**config.mk**
```make
export PLATFORM = sky130hd
export DESIGN_NAME = jk_flip_flop_bank
export DESIGN_NICKNAME = d
export VERILOG_FILES = /design/src/rtl/jk_flip_flop_bank.sv
export SDC_FILE = /design/constraint.sdc
export NUM_CORES = 1
export LEC_CHECK = 0
export ABC_CLOCK_PERIOD_IN_PS = 1650
export CORE_MARGIN = 2
export CORE_UTILIZATION = 65
export CTS_BUF_LIST = sky130_fd_sc_hd__clkbuf_8
export CTS_CLUSTER_SIZE = 20
export DETAILED_ROUTE_END_ITERATION = 16
export DONT_BUFFER_PORTS = 1
export HOLD_SLACK_MARGIN = 0.1
export MAX_ROUTING_LAYER = met4
export PLACE_DENSITY = 0.81
export SLEW_MARGIN = 20
export SYNTH_ARGS = -nofsm -noshare
export SYNTH_HDL_FRONTEND = slang
export SYNTH_SLANG_ARGS = --single-unit
```
**constraint.sdc**
```tcl
create_clock -name clock -period 1.65 [get_ports clock]
set_clock_uncertainty 0.2 [all_clocks]
set_input_delay 0.165 -clock clock [delete_from_list [all_inputs] [get_ports clock]]
set_output_delay 0.165 -clock clock [all_outputs]
set_load 0.1 [all_outputs]
```
**src/rtl/jk_flip_flop_bank.sv**
```systemverilog
// Bank of WIDTH JK/D/T/SR flip-flops with change flags, SR-conflict pulse and toggle counter.
// One-cycle registered latency, no backpressure; define JK_BANK_COUNT_EN to build the saturating counter.
module jk_flip_flop_bank #(
  parameter int               WIDTH       = 8,
  parameter logic [WIDTH-1:0] RESET_VALUE = {WIDTH{1'b0}},
  parameter int               CNT_W       = 8
) (
  input  logic             clock,
  input  logic             reset,
  input  logic             enable,
  input  logic [1:0]       mode,
  input  logic [WIDTH-1:0] j,
  input  logic [WIDTH-1:0] k,
  output logic [WIDTH-1:0] q,
  output logic [WIDTH-1:0] q_not,
  output logic [WIDTH-1:0] changed,
  output logic             sr_conflict,
  output logic [CNT_W-1:0] toggle_count
);

  typedef enum logic [1:0] {
    MODE_JK = 2'b00,
    MODE_D  = 2'b01,
    MODE_T  = 2'b10,
    MODE_SR = 2'b11
  } mode_e;

  logic [WIDTH-1:0] q_q, q_d;
  logic [WIDTH-1:0] q_not_q;
  logic [WIDTH-1:0] changed_q, changed_d;
  logic             sr_conflict_q, sr_conflict_d;

  always_comb begin
    q_d           = q_q;
    changed_d     = '0;
    sr_conflict_d = 1'b0;
    if (enable) begin
      case (mode_e'(mode))
        MODE_JK: q_d = (j & ~q_q) | (~k & q_q);
        MODE_D:  q_d = j;
        MODE_T:  q_d = j ^ q_q;
        // S=R=1 falls into the hold term: only a lone R clears a bit.
        MODE_SR: q_d = (j & ~k) | (q_q & ~(~j & k));
        default: q_d = q_q;
      endcase
      changed_d     = q_d ^ q_q;
      sr_conflict_d = (mode_e'(mode) == MODE_SR) && (|(j & k));
    end
  end

  always_ff @(posedge clock or posedge reset) begin
    if (reset) begin
      q_q           <= RESET_VALUE;
      q_not_q       <= ~RESET_VALUE;
      changed_q     <= '0;
      sr_conflict_q <= 1'b0;
    end else begin
      q_q           <= q_d;
      q_not_q       <= ~q_d;
      changed_q     <= changed_d;
      sr_conflict_q <= sr_conflict_d;
    end
  end

`ifdef JK_BANK_COUNT_EN
  logic [CNT_W-1:0] cnt_q, cnt_d;

  always_comb begin
    cnt_d = cnt_q;
    if ((|changed_d) && (cnt_q != {CNT_W{1'b1}})) begin
      cnt_d = cnt_q + 1'b1;
    end
  end

  always_ff @(posedge clock or posedge reset) begin
    if (reset) begin
      cnt_q <= '0;
    end else begin
      cnt_q <= cnt_d;
    end
  end

  assign toggle_count = cnt_q;
`else
  assign toggle_count = '0;
`endif

  assign q           = q_q;
  assign q_not       = q_not_q;
  assign changed     = changed_q;
  assign sr_conflict = sr_conflict_q;

endmodule
```
==> impl_metrics.env, run 1 <==
export IMPL_run_status="finished with violations"
export IMPL_violations="hold timing"
export IMPL_cp_arrival_ns=1.58
export IMPL_rows=18
export IMPL_vias=1586
export IMPL_grt_usage=0.324
export IMPL_period_share=0.951
export IMPL_dr_pass1_iters=4
export IMPL_path_clk_slew_ns=0.09
export IMPL_combPwrFrac=0.408
export IMPL_clock_root_buffer="clkbuf_8"
export IMPL_leakage_uw=0.000823
export IMPL_initial_utilization=0.685
export IMPL_setup_ws_ns=0.0810
export IMPL_maxCapViolCount=0
export IMPL_finalHoldViolations=12
export IMPL_regArea_um2=651
export IMPL_ant_nets=0
export IMPL_cp_end_kind="flop"
export IMPL_diodes=0
export IMPL_grt_pass1_wl_mm=6.73
export IMPL_die_h_um=54.9
export IMPL_drt_iter0_drc=93
export IMPL_slew_headroom=0.560
export IMPL_avgViaCountPerCell=6.81
export IMPL_nets=225
export IMPL_p_total_uw=2580
export IMPL_die_w_um=54.9
export IMPL_drc=0
export IMPL_place_congestion=0.728
export IMPL_ys_types=39
export IMPL_core_um2=2450
export IMPL_ys_seq_elements=25
export IMPL_clockBufferDepth=2
export IMPL_p_int_uw=1220
export IMPL_routed_wirelength_mm=4.58
export IMPL_clkSinkCount=25
export IMPL_max_clock_freq_mhz=637
export IMPL_port_buffers=0
export IMPL_die_area_um2=3010
export IMPL_switchingPower_uw=1360
export IMPL_place_ws_ns=0.0483
export IMPL_syn_inst=171
export IMPL_syn_area_per_cell_um2=9.83
export IMPL_setup_tns_ns=0
export IMPL_period_needed_ns=1.57
export IMPL_rsz0062_at_grt="false"
export IMPL_cp_data_required_time_ns=1.66
export IMPL_slew_viol_final=0
export IMPL_seqPwrFrac=0.449
export IMPL_wl_per_cell_um=19.7
export IMPL_path_max_fanout=4
export IMPL_place_inst=207
export IMPL_area_delta_synth_final_pct=20.7
export IMPL_antenna_found_initial=0
export IMPL_drive_gt1_frac=0.261
export IMPL_grt_ovfl_total=0
export IMPL_syn_cell_area_um2=1680
export IMPL_yosysSeqAreaShare=0.378
export IMPL_grt_max_degree=35
export IMPL_powerDensity_nw_per_um2=1270
export IMPL_setup_violations=0
export IMPL_tritoncts="built"
export IMPL_hold_path_class="in -> reg"
export IMPL_stdcell_count=233
export IMPL_synth_flop_cell="dfrtp_1"
export IMPL_synth_edf_count=0
export IMPL_nFillCells=148
export IMPL_cts_buffers=3
export IMPL_grt_pass1_vias=1449
export IMPL_hold_buffers=20
export IMPL_io_pins=54
export IMPL_worstMarginPinSlew_ns=0.657
export IMPL_htreeDepth=1
export IMPL_insertion_delay_ns=0.27
export IMPL_postCtsResizedCells=0
export IMPL_yosys_warnings=0
export IMPL_setup_worst_path_class="reg -> reg"
export IMPL_async_flop_share=1.00
export IMPL_swShare=0.528
export IMPL_dpl_hpwl_mm=2.60
export IMPL_start_kind="flop"
export IMPL_max_vdd_ir_drop_v=0.00106
export IMPL_final_util=0.827
export IMPL_whs_ns=-0.247
export IMPL_multi_input_comb_area_um2=928
export IMPL_p_clk_frac=0.143
-- cell type report --
cell class / instances / area share
clock buffers: 3 / 0.0203
clock inverters: 1 / 0.00185
inverters: 2 / 0.00370
multi-input cells: 132 / 0.457
flip-flops and latches: 25 / 0.321
well taps: 30 / 0.0185
repair buffers: 40 / 0.178
-- per-stage QoR --
step                instance area (um2)  hold slack (ns)
floorplan                          1720          -0.0140
global placement                   1760          -0.0778
detailed placement                 1760          -0.0717
finish                             2030           -0.247
CTS                                2010           -0.249
global route                       2030           -0.253
-- sequential cells by signal (all words and copies together) (netlist names) --
name	count
q	8
changed	8
sr_conflict	1
q_not	8
-- layout by cell type, fill, tap and decap left out, types with 8 or more instances in the layout --
master,n
dlygate4sd3_1,19
nor4b_1,8
a311oi_1,8
dfrtp_1,9
a31oi_1,8
nand2b_1,12
a21oi_1,18
nand3_1,9
conb_1,8
buf_4,20
dfstp_2,8
-- worst max-delay path, cell delays in order, from the launching register on --
cell,delay [ns]
dfrtp_2,0.44
nand4b_1,0.10
dlygate4sd3_1,0.58
o221a_1,0.18
-- synth_stat cells, types with 2 or more instances --
cell type | n | share of area
buf_6 | 4 | 0.027
a311oi_1 | 8 | 0.042
nand2_1 | 7 | 0.016
a22oi_1 | 2 | 0.0089
nand2b_1 | 12 | 0.045
nor2_1 | 6 | 0.013
dfrtp_1 | 17 | 0.25
nor3b_1 | 7 | 0.031
nand3_1 | 9 | 0.027
buf_2 | 3 | 0.0089
a31oi_1 | 8 | 0.030
dfstp_2 | 8 | 0.12
nor4b_1 | 8 | 0.042
a22o_1 | 2 | 0.010
or3b_1 | 4 | 0.021
buf_4 | 9 | 0.040
or3b_2 | 3 | 0.016
inv_1 | 2 | 0.0045
a21oi_1 | 18 | 0.054
a311o_1 | 7 | 0.042
clkbuf_1 | 3 | 0.0067
mux2_4 | 7 | 0.062
-- power by group through the flow --
stage | clock (uW) | sequential [uW] | combinational (uW)
final | 369 | 1160 | 1050
after floorplan | 0 | 1620 | 376
after global placement | 0 | 1160 | 928
after global routing | 402 | 1180 | 1100
after detailed placement | 0 | 1170 | 951
after CTS | 368 | 1160 | 1020
-- routing by layer --
metal	global-route usage	up-vias	share of wire	routed length (um)
met2	0.512	115	0.50	2310
li1	-	703	-	-
met1	0.404	760	0.38	1760
met3	0.0574	8	0.099	455
met4	0.142	0	0.012	55
met5	-	-	0	0
-- what timing repair did --
action / CTS / global route
setup buffers: 0 / 2
endpoints found under the hold margin: 50 / 24
setup endpoints to repair: 0 / 2
-- worst paths after layout --
kind	start	to	slack, ns	cells past startpoint
worst max-delay path	q[6]$_DFF_PP0_	q[6]$_DFF_PP0_	0.08	3
worst min-delay path	mode[0]	changed[7]$_DFF_PP0_	-0.25	1
worst max register to register	q[6]$_DFF_PP0_	q[6]$_DFF_PP0_	0.08	3
worst min register to register	q[4]$_DFF_PP0_	q[4]$_DFF_PP0_	0.38	1
max in group asynchronous	reset	q_not[7]$_DFF_PP1_	0.77	3
min in group asynchronous	reset	q[6]$_DFF_PP0_	0.18	3
-- cell families after synthesis --
group | share of synthesized area
AOI/OAI and AO/OA | 0.225
xor gates and xnor gates | 0.00521
buffers and inverters | 0.0870
DFF | 0.378
muxes | 0.0692
other | 0.00223
and+or+nand+nor | 0.234
(Power assumes the default switching activity.)
==> inputs of run 2 (changes only) <==
--- a/config.mk
+++ b/config.mk
@@ -6,6 +6,7 @@
 export NUM_CORES = 1
 export LEC_CHECK = 0
 export ABC_CLOCK_PERIOD_IN_PS = 1650
+export CAP_MARGIN = 20
 export CORE_MARGIN = 2
 export CORE_UTILIZATION = 65
 export CTS_BUF_LIST = sky130_fd_sc_hd__clkbuf_8
==> results of run 2 <==
Same layout as run 1: the final DEF is identical, and so are final timing and power.
==> inputs of run 3 (changes only) <==
--- a/config.mk
+++ b/config.mk
@@ -14,7 +14,6 @@
 export DETAILED_ROUTE_END_ITERATION = 16
 export DONT_BUFFER_PORTS = 1
 export HOLD_SLACK_MARGIN = 0.1
-export MAX_ROUTING_LAYER = met4
 export PLACE_DENSITY = 0.81
 export SLEW_MARGIN = 20
 export SYNTH_ARGS = -nofsm -noshare
==> run 3 against run 2 <==
Net effect:
- the run still ends with hold timing left
- clock power rose by 1%
- first-iteration DRC count decreased by 9.7%
- global-route usage shrank 0.95 points
- maximum frequency down 0.71%
- count of clock-buffer cells in the layout unchanged
- largest power group unchanged
- worst hold slack worse by 0.0032 ns
==> impl_metrics.env, run 3 (synthesis results as in run 1) <==
export IMPL_run_status="finished with violations"
export IMPL_violations="hold timing"
export IMPL_reg2reg_to="q[6]$_DFF_PP0_"
export IMPL_setup_violations=0
export IMPL_clock_root_buffer="clkbuf_8"
export IMPL_grt_pass1_vias=1444
export IMPL_setup_worst_path_class="reg -> reg"
export IMPL_cp_data_required_time_ns=1.66
export IMPL_die_area_um2=3010
export IMPL_leakage_uw=0.000823
export IMPL_whs_path_depth=1
export IMPL_io_pins=54
export IMPL_grt_pass1_wl_mm=6.73
export IMPL_maxCapViolCount=0
export IMPL_wl_per_cell_um=19.5
export IMPL_placed_area_um2=1760
export IMPL_whs_ns=-0.250
export IMPL_nets=225
export IMPL_min_from="mode[0]"
export IMPL_grt_ovfl_total=0
export IMPL_area_delta_synth_final_pct=20.7
export IMPL_rsz0062_at_grt="false"
export IMPL_place_congestion=0.719
export IMPL_max_vdd_ir_drop_v=0.00106
export IMPL_clockBufferDepth=2
export IMPL_rrSetupSlack_ns=0.07
export IMPL_p_total_uw=2590
export IMPL_r2r_start="q[6]$_DFF_PP0_"
export IMPL_grt_max_degree=35
export IMPL_core_um2=2450
export IMPL_cp_end_kind="flop"
export IMPL_start_kind="flop"
export IMPL_htreeDepth=1
export IMPL_die_h_um=54.9
export IMPL_dpl_hpwl_mm=2.60
export IMPL_cts_buffers=3
export IMPL_setup_tns_ns=0
export IMPL_slew_viol_final=0
export IMPL_tritoncts="built"
export IMPL_finalHoldViolations=13
export IMPL_vias=1603
export IMPL_drive_gt1_frac=0.261
export IMPL_period_needed_ns=1.58
export IMPL_period_share=0.958
export IMPL_insertion_delay_ns=0.27
export IMPL_avgViaCountPerCell=6.88
export IMPL_antenna_found_initial=0
export IMPL_path_max_fanout=4
export IMPL_clkSinkCount=25
export IMPL_min_to="changed[7]$_DFF_PP0_"
export IMPL_diodes=0
export IMPL_most_common_layout_cells="buf_4 (20), dlygate4sd3_1 (19), a21oi_1 (18), nand2b_1 (12)"
export IMPL_max_clock_freq_mhz=633
export IMPL_postLayoutCellArea_um2=2030
export IMPL_worstMarginPinSlew_ns=0.640
export IMPL_cp_arrival_ns=1.59
export IMPL_dr_pass1_iters=4
export IMPL_hold_buffers=20
export IMPL_drt_iter0_drc=84
export IMPL_slew_headroom=0.571
export IMPL_final_common_cell="buf_4"
export IMPL_routed_wirelength_mm=4.54
export IMPL_rr_worst_depth=3
export IMPL_drc=0
export IMPL_hold_path_class="in -> reg"
export IMPL_path_clk_slew_ns=0.09
export IMPL_powerDensity_nw_per_um2=1280
export IMPL_nFillCells=148
export IMPL_port_buffers=0
export IMPL_die_w_um=54.9
export IMPL_initial_utilization=0.685
export IMPL_grt_usage=0.315
export IMPL_rows=18
export IMPL_ant_nets=0
-- run 3: cell counts in the layout (fill, tap and decap cells not counted) --
No cell type changed its count.
-- run 3: worst max path at each step --
stage                        start  slack [ns]                    to  cells after the start
global route        q[6]$_DFF_PP0_        0.03        q[6]$_DFF_PP0_                      3
global placement            enable        0.20        q[4]$_DFF_PP0_                      2
CTS                 q[6]$_DFF_PP0_        0.09        q[6]$_DFF_PP0_                      3
detailed placement          enable        0.05        q[7]$_DFF_PP0_                      2
floorplan           q[0]$_DFF_PP0_       -0.04  changed[0]$_DFF_PP0_                      3
finish              q[6]$_DFF_PP0_        0.07        q[6]$_DFF_PP0_                      3
-- run 3: area by class of cell --
| class | instances | area (um2) | area share |
|---|---|---|---|
| multi-input combinational | 132 | 928 | 0.457 |
| sequential | 25 | 651 | 0.321 |
| timing repair buffer | 40 | 360 | 0.178 |
| tap | 30 | 37.5 | 0.0185 |
| clock inverter | 1 | 3.75 | 0.00185 |
| inverter | 2 | 7.51 | 0.00370 |
| clock buffer | 3 | 41.3 | 0.0203 |
-- run 3: stage by stage --
| step | cells | utilization | worst slack [ns] |
|---|---|---|---|
| after detailed placement | 207 | 0.716 | 0.0483 |
| after global routing | 233 | 0.827 | 0.0306 |
| after floorplan | 178 | - | -0.0439 |
| final | 233 | 0.827 | 0.0698 |
| after global placement | 207 | 0.716 | 0.196 |
| after CTS | 231 | 0.820 | 0.0854 |
-- run 3: timing repair --
item / in CTS / in global routing
endpoints found under the hold margin: 50 / 24
buffers inserted: 0 / 2
resized for setup: 0 / 0
setup endpoints to repair: 0 / 2
-- run 3: worst max-delay path, cell delays in order (launching register included) --
cell and delay, ns:
dfrtp_2 0.45, nand4b_1 0.11, dlygate4sd3_1 0.59, o221a_1 0.18
-- run 3: per-layer routing --
| metal | share of wire | track usage | vias up | wire [um] |
|---|---|---|---|---|
| met4 | 0.016 | 0.142 | 0 | 72 |
| met1 | 0.39 | 0.406 | 772 | 1770 |
| met3 | 0.090 | 0.0546 | 10 | 408 |
| met5 | 0 | 0 | - | 0 |
| met2 | 0.50 | 0.510 | 116 | 2290 |
| li1 | - | - | 705 | - |
-- run 3: power breakdown --
part	total [uW]	leakage [uW]	internal (uW)	switching, uW
sequential	1160	0.000285	766	396
clock	374	0.0000269	167	207
combinational	1050	0.000511	287	765
total	2590	0.000823	1220	1370
